`src/rtl/fpa_ctrl_pkg.sv`:
```
// Shared definitions for the floating-point adder sharing controller.
//   WORD_W  : operand / result width (IEEE-754 single)
//   fsm_e   : halt/drain FSM encoding
//   POS_INF, QNAN : IEEE special values handy for benches and callers
package fpa_ctrl_pkg;

    localparam int WORD_W = 32;

    typedef enum logic [1:0] {
        RUN    = 2'd0,
        DRAIN  = 2'd1,
        HALTED = 2'd2
    } fsm_e;

    localparam logic [WORD_W-1:0] POS_INF = 32'h7F80_0000;
    localparam logic [WORD_W-1:0] QNAN    = 32'h7FC0_0000;

endpackage

```
`src/rtl/fpa_share_ctrl_rr_arbiter.sv`:
```
// Round-robin arbiter. Searches req starting one past ptr (modulo N) and
// grants the first requester found.
//   req : request vector
//   ptr : index of the last granted requester
//   en  : grant enable; gnt is zero when low
//   gnt : one-hot (or zero) grant
module rr_arbiter #(
    parameter int N  = 4,
    parameter int PW = $clog2(N)
) (
    input  logic [N-1:0]  req,
    input  logic [PW-1:0] ptr,
    input  logic          en,
    output logic [N-1:0]  gnt
);

    logic found;

    // Outer loop walks the search order ptr+1, ptr+2, ...; the inner loop
    // maps that position back to a constant bit index.
    always_comb begin
        gnt   = '0;
        found = 1'b0;
        for (int off = 1; off <= N; off++) begin
            for (int i = 0; i < N; i++) begin
                if (en && !found && req[i] && (i == (int'(ptr) + off) % N)) begin
                    gnt[i] = 1'b1;
                    found  = 1'b1;
                end
            end
        end
    end

endmodule

```
`src/rtl/fpa_share_ctrl.sv`:
```
// Shares one pipelined FP adder among N requesters.
//   clk, rst            : clock, synchronous active-high reset
//   req_valid/a/b       : per-requester operand pairs (slice i = requester i)
//   req_ready           : one-hot grant, transfer on valid & ready
//   fpa_a/fpa_b         : registered operands to the adder
//   fpa_c               : adder result, LATENCY cycles after fpa_a/fpa_b
//   res_valid/res_data  : one-cycle result pulse tagged with requester id
//   halt, idle          : quiesce request / quiesced status
//   inflight            : operations issued but not yet returned
module fpa_share_ctrl
    import fpa_ctrl_pkg::*;
#(
    parameter int N       = 4,
    parameter int LATENCY = 6,
    parameter int CNT_W   = 4
) (
    input  logic                  clk,
    input  logic                  rst,
    input  logic [N-1:0]          req_valid,
    input  logic [WORD_W*N-1:0]   req_a,
    input  logic [WORD_W*N-1:0]   req_b,
    output logic [N-1:0]          req_ready,
    output logic [WORD_W-1:0]     fpa_a,
    output logic [WORD_W-1:0]     fpa_b,
    input  logic [WORD_W-1:0]     fpa_c,
    output logic [N-1:0]          res_valid,
    output logic [WORD_W-1:0]     res_data,
    input  logic                  halt,
    output logic                  idle,
    output logic [CNT_W-1:0]      inflight
);

    localparam int PW = $clog2(N);

    fsm_e                    state_q;
    logic                    idle_q;
    logic [PW-1:0]           ptr_q;
    logic [WORD_W-1:0]       fpa_a_q, fpa_b_q, res_data_q;
    logic [N-1:0]            res_valid_q;
    logic [CNT_W-1:0]        cnt_q;

    // Tag stage 0 travels alongside fpa_a/fpa_b, so stage LATENCY lines up
    // with the matching fpa_c.
    logic [LATENCY:0]        tag_vld_q;
    logic [LATENCY:0][PW-1:0] tag_id_q;

    logic                    grant_en;
    logic [N-1:0]            gnt;
    logic                    xfer;
    logic                    ret;
    logic [PW-1:0]           gnt_idx;
    logic [WORD_W-1:0]       sel_a, sel_b;

    assign grant_en = (state_q == RUN) && !halt;

    rr_arbiter #(.N(N)) u_arb (
        .req (req_valid),
        .ptr (ptr_q),
        .en  (grant_en),
        .gnt (gnt)
    );

    // gnt only ever selects a valid requester, so any grant is a transfer.
    assign xfer = |gnt;
    assign ret  = tag_vld_q[LATENCY];

    // Operand mux; zero on a bubble so the adder sees clean inputs.
    always_comb begin
        gnt_idx = '0;
        sel_a   = '0;
        sel_b   = '0;
        for (int i = 0; i < N; i++) begin
            if (gnt[i]) begin
                gnt_idx = PW'(i);
                sel_a   = req_a[i*WORD_W +: WORD_W];
                sel_b   = req_b[i*WORD_W +: WORD_W];
            end
        end
    end

    // Issue, tag pipeline, result capture and in-flight count.
    always_ff @(posedge clk) begin
        if (rst) begin
            fpa_a_q     <= '0;
            fpa_b_q     <= '0;
            tag_vld_q   <= '0;
            tag_id_q    <= '0;
            res_valid_q <= '0;
            res_data_q  <= '0;
            cnt_q       <= '0;
            ptr_q       <= PW'(N - 1);
        end else begin
            fpa_a_q   <= sel_a;
            fpa_b_q   <= sel_b;
            tag_vld_q <= {tag_vld_q[LATENCY-1:0], xfer};
            tag_id_q  <= {tag_id_q[LATENCY-1:0], gnt_idx};
            if (xfer) ptr_q <= gnt_idx;

            for (int i = 0; i < N; i++)
                res_valid_q[i] <= ret && (tag_id_q[LATENCY] == PW'(i));
            if (ret) res_data_q <= fpa_c;

            // The count drops on the edge that launches res_valid, so it
            // tracks exactly the valid tags and peaks at LATENCY+1.
            case ({xfer, ret})
                2'b10:   cnt_q <= cnt_q + 1'b1;
                2'b01:   cnt_q <= cnt_q - 1'b1;
                default: cnt_q <= cnt_q;
            endcase
        end
    end

    // Halt/drain FSM. A deasserted halt in DRAIN wins over draining to idle.
    always_ff @(posedge clk) begin
        if (rst) begin
            state_q <= RUN;
            idle_q  <= 1'b0;
        end else begin
            case (state_q)
                RUN: begin
                    idle_q <= 1'b0;
                    if (halt) state_q <= DRAIN;
                end
                DRAIN: begin
                    if (!halt) begin
                        state_q <= RUN;
                    end else if (cnt_q == '0) begin
                        state_q <= HALTED;
                        idle_q  <= 1'b1;
                    end
                end
                HALTED: begin
                    if (!halt) begin
                        state_q <= RUN;
                        idle_q  <= 1'b0;
                    end
                end
                default: begin
                    state_q <= RUN;
                    idle_q  <= 1'b0;
                end
            endcase
        end
    end

    assign req_ready = gnt;
    assign fpa_a     = fpa_a_q;
    assign fpa_b     = fpa_b_q;
    assign res_valid = res_valid_q;
    assign res_data  = res_data_q;
    assign idle      = idle_q;
    assign inflight  = cnt_q;

endmodule
```
`config.mk`:
```
export PLATFORM = sky130hd
export DESIGN_NAME = fpa_share_ctrl
export DESIGN_NICKNAME = d
export VERILOG_FILES = /design/src/rtl/fpa_ctrl_pkg.sv /design/src/rtl/fpa_share_ctrl_rr_arbiter.sv /design/src/rtl/fpa_share_ctrl.sv
export SDC_FILE = /design/constraint.sdc
export NUM_CORES = 1
export LEC_CHECK = 0
export ABC_CLOCK_PERIOD_IN_PS = 3500
export CAP_MARGIN = 10
export CORE_AREA = 2 2 158 160
export CTS_BUF_LIST = sky130_fd_sc_hd__clkbuf_16
export DETAILED_ROUTE_END_ITERATION = 12
export DIE_AREA = 0 0 160 162
export PLACE_DENSITY = 0.72
export SYNTH_ARGS = -nofsm -noshare
export SYNTH_HDL_FRONTEND = slang
export SYNTH_HIERARCHICAL = 1
export SYNTH_SLANG_ARGS = --single-unit
export TNS_END_PERCENT = 100
```
`constraint.sdc`:
```
create_clock -name clk -period 3.5 [get_ports clk]
set_input_delay 0.7 -clock clk [delete_from_list [all_inputs] [get_ports clk]]
set_output_delay 0.7 -clock clk [all_outputs]
set_load 0.01 [all_outputs]
```
==> impl_metrics.ini <==
[setup_path]
crit_fanout = 5
critPathSlowestCell = clkdlybuf4s50_1
worstPathRequired_ns = 2.80
max_stage_delay_ns = 0.58
cp.arrival_ns = 2.56
cp-end-kind = output pin
worstPathCellList = clkdlybuf4s50_1, nor3_1, nand2_1, nor2_4, buf_4, clkdlybuf4s50_1
path_buf_inv = 3
worstSetupPathType = input port to output pin
crit_family = buffers and inverters
cpMostUsedCell = clkdlybuf4s50_1
cp-start-kind = input port

[die]
coreArea_sq_um = 24100
design.die.area_sq_um = 25900
die_h_microns = 162
placementRows = 57
ioPinCount = 404
die_w_microns = 160
start_util = 0.250

[power_and_ir_drop]
p_leak_uw = 0.00396
p_per_area_nw_per_um2 = 395
p_switching_uw = 1130
p_seq_frac = 0.366
pwr-share-clk = 0.430
finalPower_uw = 4320
ir_drop_v = 0.000207
power_frac_comb = 0.205
internal_power_uw = 3190
switching_share = 0.262

[yosys]
syn-num-nets = 895
synth_top_area_share = 0.432
yosysTopAreaCell = dfxtp_1
avgSynthCellArea_sq_um = 10.1
synth-seq-area-share = 0.432
synth_cell_types = 39
synthFlopType = dfxtp_1
synth-seq-cells = 130
ys_warn_count = 6
synthArstFlopShare = 0
syn_area_sq_um = 6020
yosys-top-cells-area = dfxtp_1, a22oi_2, a22oi_1, and2b_1, mux2i_1
synth_edf_count = 0
netlist_instances = 597

[grt]
first_global_vias = 5828
antenna_found_initial = 0
grt_max_degree = 112
gr-total-overflow = 0
grt_pass1_wl_mm = 32.2
track_usage = 0.159

[sta]
rsz0062_at_grt = false
worst_slack_ns = 0.242
fin_crit_sh = 0.931
clock.fmax_mhz = 307
relSlewSlack = 0.300
worst_pin_slew_ns = 1.05
finalSetupViolCount = 0
finClkSkew_ns = 0.0129
tns_ns = 0
hold_violations = 0
drv_slew = 0
min_period_ns = 3.26

[layout]
multi_input_comb_area_sq_um = 3090
syn2layout_area_growth_pct = 81.6
diodes = 0
seq_area_sq_um = 2600
drive_gt1_frac = 0.117
fillCellCount = 2361
fin_nets = 1279
stdcell_count = 1318

[place]
place.detailed.hpwl_mm = 16.2
place_inst = 1286
place_congestion = 0.811
pre_cts_ws_ns = 0.124
io_buffers = 403

[clock_network]
cts_tree = built
cts_max_level = 4
cts-root-buf = clkbuf_16
postCtsHoldBufs = 0
cts_setup_buffers = 0
cts_buffer_depth = 2
numCtsBuffers = 17
insertion_delay_ns = 0.42
cts_sinks = 130
ctsResizeCount = 0
clk_pin_slew_ns = 0.06

[route]
first_pass_iters = 4
drt_wl_total_mm = 21.6
antenna_left = 0
wl_per_cell_microns = 16.4
via_per_inst = 4.56
drc_errors = 0
drtIter0Drc = 259
via_count = 6008

[outcome]
status = finished clean

[min_path]
hp-class = flop to flop

[flow_run]
max-cap-violations = 0
[sequential cells by signal (all words and copies together), names as in the netlist]
signal / flops
inflight: 4
res_data: 32
fpa_b: 32
res_valid: 4
tag_id_q: 14
ptr_q: 2
fpa_a: 32
state_q: 2
tag_vld_q: 7
idle: 1
[stage by stage]
stage	utilization	cell area [sq um]	hold slack, ns
detailed placement	0.428	10300	0.420
finish	0.454	10900	0.433
CTS	0.454	10900	0.434
global route	0.454	10900	0.455
floorplan	-	6020	0.414
global placement	0.428	10300	0.417
[layer usage]
layer	GRT usage	wire [microns]	up-vias	share of wire
met5	0	0	-	0
met4	0.0446	293	0	0.014
met3	0.0495	1520	17	0.070
met2	0.278	10800	234	0.50
met1	0.190	8980	2815	0.42
li1	-	-	2942	-
[synth_stat cells (all sizes together) (3+ instances only)]
cell type / count
buf: 37
nor2b: 25
and2b: 59
inv: 3
a21oi: 8
dfxtp: 130
mux2i: 33
nand3: 3
nor2: 46
o21ai: 71
xor2: 3
nand2: 4
a22oi: 126
nor4b: 3
ha: 3
nor4bb: 4
clkbuf: 19
[path summary, 6_finish.rpt]
path | depth (start not counted) | startpoint | endpoint | slack, ns
max | 6 | halt | req_ready[3] | 0.24
min | 1 | tag_vld_q[0]$_SDFF_PP0_ | tag_vld_q[1]$_SDFF_PP0_ | 0.43
max reg2reg | 12 | ptr_q[1]$_SDFFE_PP1P_ | inflight[2]$_SDFFE_PP0P_ | 0.82
min reg2reg | 1 | tag_vld_q[0]$_SDFF_PP0_ | tag_vld_q[1]$_SDFF_PP0_ | 0.43
[cells in the final DEF (no fill, tap or decap), types with 3 or more instances in the layout]
| master | n |
|---|---|
| inv_8 | 5 |
| inv_1 | 3 |
| ha_1 | 3 |
| dfxtp_1 | 129 |
| buf_4 | 16 |
| nand3_1 | 3 |
| buf_12 | 3 |
| clkbuf_16 | 17 |
| o21ai_0 | 12 |
| a22oi_2 | 59 |
| nor4bb_1 | 4 |
| mux2i_1 | 33 |
| a22oi_1 | 67 |
| inv_6 | 3 |
| and2b_1 | 59 |
| a21oi_1 | 8 |
| nor2_1 | 45 |
| xor2_1 | 3 |
| clkdlybuf4s50_1 | 402 |
| o21ai_1 | 59 |
| nor2b_1 | 24 |
| nand2_1 | 4 |
[cell type report]
class	instances	area share
clock buffer	17	0.0389
inverter	3	0.00103
clock inverter	15	0.0175
timing repair buffer	421	0.385
tap	324	0.0371
sequential	130	0.238
multi-input combinational	408	0.283
[power by group through the flow]
| stage | registers, uW | logic, uW | clock network (uW) |
|---|---|---|---|
| finish | 1580 | 885 | 1860 |
| floorplan | 1640 | 318 | 0 |
| detailed placement | 1610 | 893 | 0 |
| CTS | 1580 | 896 | 1940 |
| global placement | 1610 | 883 | 0 |
| global route | 1590 | 955 | 1970 |
[worst register-to-register path, stage by stage, from the launching register on]
cell and delay (ns):
dfxtp_1 0.47, nor2_1 0.09, a221oi_1 0.41, nor2_4 0.05, nor4_1 0.23, buf_4 0.16
ha_1 0.18, xor2_1 0.17, ha_1 0.16, a21oi_1 0.04, xor2_1 0.16, or3_1 0.31
a21oi_1 0.15
[kinds of logic (layout without fill, tap and decap cells)]
logic type	Yosys count	count (layout)	synth area share
buf+inv	59	456	0.0569
flops	130	130	0.432
compound gates	212	212	0.283
mux	34	34	0.0567
fa+ha+maj	3	3	0.00624
xor+xnor	3	3	0.00436
simple gates	156	156	0.161
No activity file was read; power rests on OpenSTA's default activity.
